[config.mk]
export PLATFORM = sky130hd
export DESIGN_NAME = intersection_scheduler
export DESIGN_NICKNAME = d
export VERILOG_FILES = /design/src/rtl/intersection_scheduler.sv
export SDC_FILE = /design/constraint.sdc
export NUM_CORES = 1
export LEC_CHECK = 0
export BUFFER_PORTS_ARGS = -buffer_cell sky130_fd_sc_hd__buf_2
export CAP_MARGIN = 20
export CORE_AREA = 2 2 39 41
export DETAILED_ROUTE_END_ITERATION = 6
export DIE_AREA = 0 0 41 43
export HOLD_SLACK_MARGIN = 0.08
export PLACE_DENSITY_LB_ADDON = 0.08
export SYNTH_ARGS = -nofsm -noshare
export SYNTH_HDL_FRONTEND = slang
export SYNTH_SLANG_ARGS = --single-unit
[constraint.sdc]
create_clock -name ck -period 3.43 [get_ports ck]
set_clock_uncertainty 0.05 [all_clocks]
set_input_delay 0.1715 -clock ck [delete_from_list [all_inputs] [get_ports ck]]
set_output_delay 0.1715 -clock ck [all_outputs]
set_load 0.01 [all_outputs]
[src/rtl/intersection_scheduler.sv]
// -----------------------------------------------------------------------------
// intersection_scheduler
//   Demand-actuated two-road traffic-light controller. Road A and road B light
//   heads (x=green, v=yellow, d=red) cycle through green / yellow / all-red
//   phases. Green is extended while the cross road has no pending demand. An
//   emergency 'stop' forces an all-red HOLD, and a phase countdown is exported
//   for the board display.
//
// Parameters
//   TW        width of phase timer and cnt output
//   GREEN_T   green phase length in ck cycles (1..2^TW)
//   YELLOW_T  yellow phase length in ck cycles (1..2^TW)
//   ALLRED_T  all-red clearance length in ck cycles (1..2^TW)
//
// Ports
//   ck        clock, all logic on posedge
//   rs        synchronous active-low reset
//   stop      emergency hold, level, active-high
//   req_a/b   road A / road B vehicle demand (pulse or level)
//   xa,va,da  road A green / yellow / red
//   xb,vb,db  road B green / yellow / red
//   cnt       cycles remaining in current phase minus 1
//   st        state code (also the FSM debug view)
//   HEX       (only with SEG7_EN) active-low 7-segment decode of cnt[3:0],
//             bit 7 = decimal point, lit (0) during yellow
//
// Optional build macro: SEG7_EN adds the HEX output and its decoder.
// -----------------------------------------------------------------------------
module intersection_scheduler #(
  parameter int TW       = 5,
  parameter int GREEN_T  = 6,
  parameter int YELLOW_T = 2,
  parameter int ALLRED_T = 1
) (
  input  logic          ck,
  input  logic          rs,
  input  logic          stop,
  input  logic          req_a,
  input  logic          req_b,
  output logic          xa,
  output logic          va,
  output logic          da,
  output logic          xb,
  output logic          vb,
  output logic          db,
  output logic [TW-1:0] cnt,
  output logic [2:0]    st
`ifdef SEG7_EN
  ,
  output logic [7:0]    HEX
`endif
);

  localparam logic [2:0] S_ARA  = 3'd0;
  localparam logic [2:0] S_AG   = 3'd1;
  localparam logic [2:0] S_AY   = 3'd2;
  localparam logic [2:0] S_ARB  = 3'd3;
  localparam logic [2:0] S_BG   = 3'd4;
  localparam logic [2:0] S_BY   = 3'd5;
  localparam logic [2:0] S_HOLD = 3'd6;

  // Reload values are T-1 taken modulo 2^TW, so T=2^TW loads all-ones.
  localparam logic [TW-1:0] G_LD = TW'(GREEN_T - 1);
  localparam logic [TW-1:0] Y_LD = TW'(YELLOW_T - 1);
  localparam logic [TW-1:0] R_LD = TW'(ALLRED_T - 1);

  logic          pend_a;
  logic          pend_b;
  logic          last_a;   // 1: road A was the most recent road to enter green
  logic [2:0]    st_nx;
  logic [TW-1:0] cnt_nx;
  logic          tdone;

  assign tdone = (cnt == '0);

  always_comb begin
    st_nx  = st;
    cnt_nx = cnt - TW'(1);
    if (stop) begin
      st_nx  = S_HOLD;
      cnt_nx = '0;
    end else begin
      case (st)
        S_ARA: if (tdone) begin st_nx = S_AG;  cnt_nx = G_LD; end
        S_AG: begin
          if (tdone) begin
            // Stay green (reload) until road B has demand waiting.
            if (pend_b) begin st_nx = S_AY; cnt_nx = Y_LD; end
            else        cnt_nx = G_LD;
          end
        end
        S_AY:  if (tdone) begin st_nx = S_ARB; cnt_nx = R_LD; end
        S_ARB: if (tdone) begin st_nx = S_BG;  cnt_nx = G_LD; end
        S_BG: begin
          if (tdone) begin
            if (pend_a) begin st_nx = S_BY; cnt_nx = Y_LD; end
            else        cnt_nx = G_LD;
          end
        end
        S_BY:  if (tdone) begin st_nx = S_ARA; cnt_nx = R_LD; end
        S_HOLD: begin
          // Resume by clearing toward the road that did not have green last.
          st_nx  = last_a ? S_ARB : S_ARA;
          cnt_nx = R_LD;
        end
        default: begin
          st_nx  = S_ARA;
          cnt_nx = R_LD;
        end
      endcase
    end
  end

  always_ff @(posedge ck) begin
    if (!rs) begin
      st     <= S_ARA;
      cnt    <= R_LD;
      pend_a <= 1'b0;
      pend_b <= 1'b0;
      last_a <= 1'b0;
    end else begin
      st  <= st_nx;
      cnt <= cnt_nx;
      // Entering green consumes the demand; that clear beats a same-edge request.
      if (st_nx == S_AG)                pend_a <= 1'b0;
      else if (req_a && (st != S_AG))   pend_a <= 1'b1;
      if (st_nx == S_BG)                pend_b <= 1'b0;
      else if (req_b && (st != S_BG))   pend_b <= 1'b1;
      if (st_nx == S_AG)      last_a <= 1'b1;
      else if (st_nx == S_BG) last_a <= 1'b0;
    end
  end

  // Moore light decode; every non-green/yellow code (including illegal) is all-red.
  always_comb begin
    {xa, va, da} = 3'b001;
    {xb, vb, db} = 3'b001;
    case (st)
      S_AG: {xa, va, da} = 3'b100;
      S_AY: {xa, va, da} = 3'b010;
      S_BG: {xb, vb, db} = 3'b100;
      S_BY: {xb, vb, db} = 3'b010;
      default: ;
    endcase
  end

`ifdef SEG7_EN
  logic [6:0] seg;

  always_comb begin
    seg = 7'h7F;
    case (cnt[3:0])
      4'h0: seg = 7'h40;
      4'h1: seg = 7'h79;
      4'h2: seg = 7'h24;
      4'h3: seg = 7'h30;
      4'h4: seg = 7'h19;
      4'h5: seg = 7'h12;
      4'h6: seg = 7'h02;
      4'h7: seg = 7'h78;
      4'h8: seg = 7'h00;
      4'h9: seg = 7'h10;
      4'hA: seg = 7'h08;
      4'hB: seg = 7'h03;
      4'hC: seg = 7'h46;
      4'hD: seg = 7'h21;
      4'hE: seg = 7'h06;
      4'hF: seg = 7'h0E;
      default: seg = 7'h7F;
    endcase
  end

  // Display is blanked in HOLD and while reset is asserted.
  assign HEX = (!rs || (st == S_HOLD)) ? 8'hFF
             : {~((st == S_AY) || (st == S_BY)), seg};
`endif

endmodule

# Yosys cells after proc, flatten, opt, wreduce, memory -nomap -nowiden
# Cells that the tools add are included.
[op_classes]
multipliers = 0
add_sub_neg = 1
magnitude_cmp = 0
n_mux = 26
reduce_logical = 12
n_div = 0
n_eq_ne = 10
bitwise = 1
shift = 0
[op_table]
columns = ["op", "count"]
rows = [
  ["$mux 3", 11],
  ["$pmux 3 s7", 1],
  ["$mux 5", 4],
  ["$pmux 5 s4", 1],
  ["$reduce_or 2->1", 7],
  ["$eq 3x3->1 const B", 4],
  ["$mux 1", 8],
  ["$eq 3x1->1 const B", 2],
  ["$eq 3x2->1 const B", 2],
  ["$logic_not 5->1", 1],
  ["$sub 5x1->5 const B", 1],
  ["$logic_not 3->1", 1],
  ["$ne 3x1->1 const B", 1],
  ["$ne 3x3->1 const B", 1],
  ["$logic_and 1x1->1", 2],
  ["$mux 2", 1],
  ["$reduce_bool 2->1", 1],
  ["$not 1->1", 1],
]
[word_totals]
ram_bits = 0
output_inout_bits = 14
memories = 0
latchBits = 0
ff_bits = 11
rom_bits = 0

# Depth between registers and ports, before layout
# Gate-level depths: netlist of the first run.
[logic_depth]
word_depth = 7
depth_mapped = 6
depth_no_buf = 6

# Worst setup path after synthesis of the first run
# OpenSTA, ideal clock, no wires.
[synth_timing]
path_type = "reg2reg"
startpoint = "register cnt[0]"
endpoint = "register last_a"
synth_period_minus_slack_ns = 1.970
slack_ns = 1.460
t_arrival_ns = 1.787
n_path_buf = 0
setup_ns = 0.133
required_time_ns = 3.247
path_stages_with_launch = 7
path_cell_list = "dfxtp_1 -> inv_1 -> ha_1 -> or4b_4 -> or4_4 -> a21oi_2 -> o221ai_2"
[synth_via]
elab_chain_len = 6
word_cells_on_any_way = 13
[synth_lines]
columns = ["item", "line_no", "rtl"]
rows = [
  ["start, declared", "46", "output logic [TW-1:0] cnt,"],
  ["start signal, assigned", "123", "cnt <= cnt_nx;"],
  ["$logic_not 5->1 (*)", "74", "assign tdone = (cnt == '0);"],
  ["$mux 3 (tied with other cells)", "100", "S_BY: if (tdone) begin st_nx = S_ARA; cnt_nx = R_LD; end"],
  ["$pmux 3 s7 (*)", "83", "case (st)"],
  ["$mux 3 (*)", "79", "if (stop) begin"],
  ["$eq 3x1->1 / $eq 3x3->1 (equally long branches)", "129, 130", ""],
  ["$mux 1 / $reduce_bool 2->1 (equally long branches)", "--", ""],
  ["end signal, assigned", "120", "last_a <= 1'b0;"],
  ["end signal, assigned", "129", "if (st_nx == S_AG) last_a <= 1'b1;"],
  ["end signal, assigned", "130", "else if (st_nx == S_BG) last_a <= 1'b0;"],
  ["end, declared", "69", "logic last_a;"],
]
# Mark *: on every way between the ends. The rest lies on a longest branch, timed or not.
# A chain may end at the register's enable or synchronous reset.

# Worst setup path in the final report of the first run
[layout_timing]
startpoint = "register cnt[0]"
endpoint = "register pend_a"
[layout_via]
elab_chain_len = 6
word_cells_on_any_way = 11
[layout_lines]
columns = ["item", "line_no", "rtl"]
rows = [
  ["$logic_not 5->1 (*)", "74", ""],
  ["$mux 3 (tied with other cells)", "100", ""],
  ["$pmux 3 s7 (*)", "83", ""],
  ["$mux 3 (*)", "79", ""],
  ["$eq 3x1->1 (*)", "125", "if (st_nx == S_AG) pend_a <= 1'b0;"],
  ["$reduce_or 2->1 (no source line) (*)", "--", ""],
  ["end signal, assigned", "118", "pend_a <= 1'b0;"],
  ["end signal, assigned", "125", ""],
  ["end signal, assigned", "126", "else if (req_a && (st != S_AG)) pend_a <= 1'b1;"],
  ["end, declared", "67", "logic pend_a;"],
]
# Marks and branches as above.

==> results of run 1 <==
## cell type report
type / instances / area, µm² / share of cell area (%)
multi-input combinational: 61 / 403 / 52.0
sequential: 11 / 220 / 28.4
timing repair buffer: 18 / 90.1 / 11.6
clock buffer: 4 / 26.3 / 3.39
tap: 16 / 20.0 / 2.58
inverter: 4 / 15.0 / 1.94
## kinds of logic after synthesis
logic type,Yosys count,synth area share [%]
compound gates,25,26.3
xor+xnor,2,2.61
fa+ha+maj,1,1.86
buf+inv,7,7.26
flops,11,32.8
simple gates,33,29.2
## critical path, delay by kind of cell, from the launching register on
kind / cells / cell delay [ns]
AOI/OAI and AO/OA: 3 / 0.84
and+or+nand+nor: 1 / 0.51
DFF: 1 / 0.32
adders and majority gates: 1 / 0.22
buffers and inverters: 1 / 0.07
## power groups by stage
stage               Clock (mW)  Combinational (mW)  Sequential (mW)
floorplan                    0               0.101            0.161
global placement             0               0.125            0.169
detailed placement           0               0.124            0.169
CTS                     0.0916               0.125            0.166
global route            0.0990               0.139            0.170
finish                  0.0880               0.124            0.166
## path summary, 6_finish.rpt
check                    start             endpoint  depth (start not counted)
max          cnt[0]$_SDFF_PP0_  pend_a$_SDFFE_PP0P_                          6
max reg2reg  cnt[0]$_SDFF_PP0_  pend_a$_SDFFE_PP0P_                          6
min reg2reg  cnt[4]$_SDFF_PP0_    cnt[4]$_SDFF_PP0_                          2
min                       stop     st[2]$_SDFF_PN0_                          2
## sequential cells by signal (all words and copies together) (netlist names)
| signal | cells |
|---|---|
| pend_a | 1 |
| last_a | 1 |
| st | 3 |
| pend_b | 1 |
| cnt | 5 |
## cells in the mapped netlist, types with 2 or more instances
master	number
inv_1	4
buf_6	3
a21oi_1	7
o21a_1	2
o21ai_0	4
nor2_1	8
nor3_1	6
nand2b_1	3
nor2b_1	3
dfxtp_1	11
nand3_1	2
nand2_1	5
xnor2_1	2
o221ai_1	2
## per-layer routing
layer / global-route usage [%] / share of wire [%] / vias to the layer above
li1: - / - / 327
met1: 27.2 / 46 / 294
met3: 4.71 / 4.8 / 2
met2: 30.0 / 48 / 21
met5: 0 / 0 / -
met4: 8.00 / 1.0 / 0
==> reports/results.tsv, run 1 <==
metric	value	unit
status	completed	
Root Driver	clkbuf_4	
Initial Utilization	48.6	%
1st-pass router iterations	4	
hold_buf cts	0	
top cells by area, synth	dfxtp_1, a21oi_1, buf_6	
sequential element share of the synthesized area	32.8	%
Clk pwr share	23.3	%
CP max stage cell	nor4b_4	
Setup WS pre-CTS	1.39	ns
Crit. End Element	flip-flop	
HP Class	in2reg	
share of layout cells above drive strength 1	30.6	%
Ant. Diodes	0	
GRT Overall Usage	20.2	%
first-pass GRT wire length	2.46	mm
worst setup path class	reg2reg	
clock-pin transition on the worst setup and hold timing paths	0.07	ns
die span in y	43	µm
Vias/cell	5.65	
worst vdd ir	0.217	mV
initial DRC count	14	
Yosys cell types	31	
final non-filler cell total	114	
Setup TNS	0	ns
Synth top area share	32.8	%
Residual DRC	0	
Crit path arrival time	2.22	ns
slowest stage delay, CP	0.51	ns
critical path peak fanout	10	
post-route cell area	774	µm²
maxcap violations	0	
initial antenna violation count	0	
syn nets	85	
Slew headroom	62.9	%
final setup fails	0	
average size of a mapped cell	8.50	µm²
commonest non-fill, non-tap cell in the layout	buf_2	
sequential power share	43.9	%
Post-CTS Setup Repair Bufs	0	
switching share of total power	35.2	%
post-route clock period utilization	59.9	%
Critical Path RT	3.60	ns
Syn-to-layout area delta	15.3	%
Ports	19	
hpwl dp	1.11	mm
post-CTS sizing	0	
vias in the first global route	576	
Logic pwr share	32.8	%
Worst Slack Setup Final	1.38	ns
ANT nets after route	0	
nets	105	
via count	644	
die area	1760	µm²
pin count of the biggest net entering global routing	17	
async set-or-reset flop fraction in the synthesized netlist	0	%
most frequent cells in the layout	buf_2, dfxtp_1, nor2_1	
number of clock sinks	11	
Max Fclk	487	MHz
Core Box Area	1380	µm²
worst slew pin tran	0.554	ns
H-tree levels	1	
Leak Pwr	0.333	nW
total grt overflow	0	
FF+latch count, synth	11	
clock period minus worst slack	2.05	ns
routability congestion estimate	0.825	
Num CTS Buffers	3	
Synth Flop Type	dfxtp_1	
total power	378	µW
DP Area	748	µm²
CP cell instances	inv_1 > ha_1 > nor4b_4 > a21oi_1 > o311ai_1 > o221a_2	
final core occ	56.0	%
Fillers	140	
PwrDens	488	nW/µm²
Cell Int Power	245	µW
row cnt	14	
synth warn	0	
Hold Fails Final Rpt	0	
Wirelength per Cell	12.8	µm
WHS	0.133	ns
Die Span X	41	µm
FF-to-FF setup slack	1.38	ns
EDFF count, synth	0	
dpl cells	110	
count of pins over their slew limit	0	
Psw	133	µW
Setup crit start kind	flip-flop	
Syn Inst Count	79	
Mapped Area	672	µm²
CTS Buffer Depth	2	
Port Buffer Count	18	
CTS tree	done	
final WL	1.45	mm
RSZ-0062 raised after global routing	no	
Clock Latency Late Sink	0.27	ns
Yosys top cell by area	dfxtp_1	
No activity file was read; power rests on OpenSTA's default activity.
==> run 2, diff against run 1 <==
--- a/config.mk
+++ b/config.mk
@@ -5,11 +5,12 @@
 export SDC_FILE = /design/constraint.sdc
 export NUM_CORES = 1
 export LEC_CHECK = 0
+export ABC_AREA = 1
 export BUFFER_PORTS_ARGS = -buffer_cell sky130_fd_sc_hd__buf_2
 export CAP_MARGIN = 20
-export CORE_AREA = 2 2 39 41
+export CORE_MARGIN = 2
+export CORE_UTILIZATION = 50
 export DETAILED_ROUTE_END_ITERATION = 6
-export DIE_AREA = 0 0 41 43
 export HOLD_SLACK_MARGIN = 0.08
 export PLACE_DENSITY_LB_ADDON = 0.08
 export SYNTH_ARGS = -nofsm -noshare
==> constraint.sdc (replaced) <==
create_clock -name ck -period 2.05 [get_ports ck]
set_clock_uncertainty 0.05 [all_clocks]
set_input_delay 0.1025 -clock ck [delete_from_list [all_inputs] [get_ports ck]]
set_output_delay 0.1025 -clock ck [all_outputs]
set_load 0.01 [all_outputs]
==> run 2 against run 1 <==
First-iteration DRC count grew 36%. Sequential power grew 52%. Synthesized area grew 8.0%. Non-clock buffer count grew 3. Clock power grew 73%. Power grew 58%. Sequential share of layout area shrank 2.6 points. Hold slack lost 0.038 ns. Combinational power grew 54%. Global-route usage shrank 0.17 points. Cell area grew 10%. Critical endpoint is now pend_b$_SDFFE_PP0P_. Largest power group unchanged. Highest routed layer unchanged.
==> reports/results.tsv, run 2 <==
metric	value	unit	change
EDFF count, synth	0		unchanged
post-route clock period utilization	82.0	%	+22 points
worst vdd ir	0.527	mV	+140%
Clk pwr share	25.5	%	+2.2 points
die span in y	42.1	µm	-2.1%
Ant. Diodes	0		unchanged
pin count of the biggest net entering global routing	10		-7
worst setup path class	reg2reg		
FF+latch count, synth	11		unchanged
share of layout cells above drive strength 1	23.9	%	-6.7 points
Crit Reg-Reg Startpoint	cnt[0]$_SDFF_PP0_		
hpwl dp	1.24	mm	+11%
H-tree levels	1		unchanged
Logic pwr share	32.0	%	-0.8 points
Port Buffer Count	18		unchanged
CTS Buffer Depth	2		unchanged
Crit. End Element	flip-flop		
GRT Overall Usage	20.1	%	-0.17 points
Hold Fails Final Rpt	0		unchanged
Wirelength per Cell	10.6	µm	-17%
clock period minus worst slack	1.68	ns	-0.373 ns
initial DRC count	19		+5
dpl cells	143		+30%
Leak Pwr	0.501	nW	+50%
PwrDens	700	nW/µm²	+44%
Clock Latency Late Sink	0.27	ns	about the same
CP cell instances	inv_1 > ha_1 > nand2_1 > nor2_1 > nand3_1 > and2_0 > nor2_1 > nand2_1 > nand2_1 > nor2_1		
most frequent cells in the layout	nand2_1, inv_1, buf_2		
maxcap violations	0		unchanged
die area	1770	µm²	+0.51%
final setup fails	0		unchanged
final non-filler cell total	149		+31%
1st-pass router iterations	4		unchanged
DP Area	806	µm²	+7.7%
Critical Path RT	2.17	ns	-1.43 ns
ANT nets after route	0		unchanged
Syn Inst Count	112		+42%
hold_sp	stop		
routability congestion estimate	0.846		+2.5%
Residual DRC	0		unchanged
HP Class	in2reg		
Slew headroom	78.0	%	+15 points
clock-pin transition on the worst setup and hold timing paths	0.07	ns	about the same
Initial Utilization	54.4	%	+5.9 points
Max Fclk	595	MHz	+22%
CP Launch Point	cnt[0]$_SDFF_PP0_		
RSZ-0062 raised after global routing	no		
Crit path arrival time	1.80	ns	-0.42 ns
Vias/cell	4.95		-12%
nets	141		+34%
status	completed		
post-route cell area	852	µm²	+10%
final core occ	63.9	%	+7.9 points
Yosys cell types	23		-26%
max reg flops	5		unchanged
average size of a mapped cell	6.48	µm²	-24%
worst slew pin tran	0.330	ns	-0.224 ns
CP max stage cell	ha_1		
Cell Int Power	382	µW	+56%
synth warn	0		unchanged
total grt overflow	0		unchanged
CTS tree	done		
final WL	1.58	mm	+8.3%
top-count cell post-synth	nand2_1		
Setup crit start kind	flip-flop		
syn nets	118		+39%
initial antenna violation count	0		unchanged
switching share of total power	35.9	%	+0.73 points
slowest stage delay, CP	0.34	ns	-0.17 ns
Synth top area share	30.3	%	-2.4 points
number of clock sinks	11		unchanged
via count	738		+15%
Mapped Area	726	µm²	+8.0%
Largest Register	cnt		
largest registers	cnt (5), st (3)		
post-CTS sizing	0		unchanged
top cells by area, synth	dfxtp_1, nand2_1, inv_1		
critical path peak fanout	7		-3
Core Box Area	1330	µm²	-3.6%
Synth Flop Type	dfxtp_1		
sequential element share of the synthesized area	30.3	%	-2.4 points
count of pins over their slew limit	0		unchanged
async set-or-reset flop fraction in the synthesized netlist	0	%	unchanged
Yosys top cell by area	dfxtp_1		
Ports	19		unchanged
Setup TNS	0	ns	unchanged
sequential power share	42.5	%	-1.4 points
vias in the first global route	642		+11%
first-pass GRT wire length	2.75	mm	+12%
Syn-to-layout area delta	17.4	%	
Root Driver	clkbuf_4		
Commonest cells post-synth	nand2_1, inv_1, nor2_1		
Num CTS Buffers	3		unchanged
Die Span X	42.1	µm	+2.7%
row cnt	13		-1
Psw	214	µW	+61%
Fillers	126		-10%
commonest non-fill, non-tap cell in the layout	nand2_1		
-- run 2: changes by cell type after synthesis, sizes merged, moves of 3 or more --
cell | before | now
o21ai | 4 | 1
nor2 | 8 | 19
nand2 | 5 | 26
nor2b | 3 | 0
nand3 | 2 | 12
a21oi | 8 | 5
nand2b | 3 | 0
nand4 | 0 | 4
inv | 4 | 23
nor3 | 6 | 2
o221ai | 3 | 0
-- run 2: repair_timing --
item / in CTS / in global routing
setup buffers: 0 / 0
hold endpoints to repair: 5 / 0
hold buffers: 2 / 0
endpoints found under the setup margin: 0 / 0
-- run 2: power by group through the flow --
stage	clock [mW]	combinational [mW]	sequential (mW)
after global routing	0.165	0.218	0.256
after floorplan	0	0.149	0.255
after detailed placement	0	0.187	0.258
final	0.152	0.191	0.253
after global placement	0	0.187	0.257
after CTS	0.156	0.191	0.253
-- run 2: metal layers --
metal / track usage (%) / vias to the layer above / share of wire (%)
li1: - / 387 / -
met3: 3.88 / 4 / 7.5
met4: 7.50 / 0 / 1.6
met2: 31.9 / 31 / 45
met5: 0 / - / 0
met1: 26.8 / 316 / 46
-- run 2: cell type report --
cell class | count | area (µm²) | share of cell area [%]
multi-input combinational | 74 | 378 | 44.3
tap | 15 | 18.8 | 2.20
inverter | 24 | 91.3 | 10.7
clock buffer | 4 | 26.3 | 3.08
sequential | 11 | 220 | 25.8
timing repair buffer | 21 | 118 | 13.8
-- run 2: worst max-delay path, delay by kind of cell, from the launching register on --
family	cells	cell delay (ns)
simple gates	8	0.78
fa+ha+maj	1	0.34
flops	1	0.32
buf+inv	1	0.07
-- run 2: kinds of logic after synthesis --
family,synth area share (%)
adder cells (fa/ha/maj),1.72
AO/OA/AOI/OAI,5.86
flip-flops,30.3
AND/OR/NAND/NOR,42.1
buffers and inverters,17.6
XOR/XNOR,2.41
-- run 2: per-stage QoR --
step / hold WS (ns) / power [mW] / setup WS [ns]
global placement: 0.285 / 0.444 / 0.444
CTS: 0.100 / 0.599 / 0.388
finish: 0.0955 / 0.597 / 0.368
detailed placement: 0.283 / 0.445 / 0.408
global route: 0.105 / 0.638 / 0.210
floorplan: 0.150 / 0.404 / 0.560
-- run 2: worst paths after layout --
check | endpoint | slack, ns | cells after the start
max | pend_b$_SDFFE_PP0P_ | 0.37 | 10
min | cnt[1]$_SDFF_PP0_ | 0.1 | 4
max reg2reg | pend_b$_SDFFE_PP0P_ | 0.37 | 10
min reg2reg | cnt[0]$_SDFF_PP0_ | 0.42 | 1
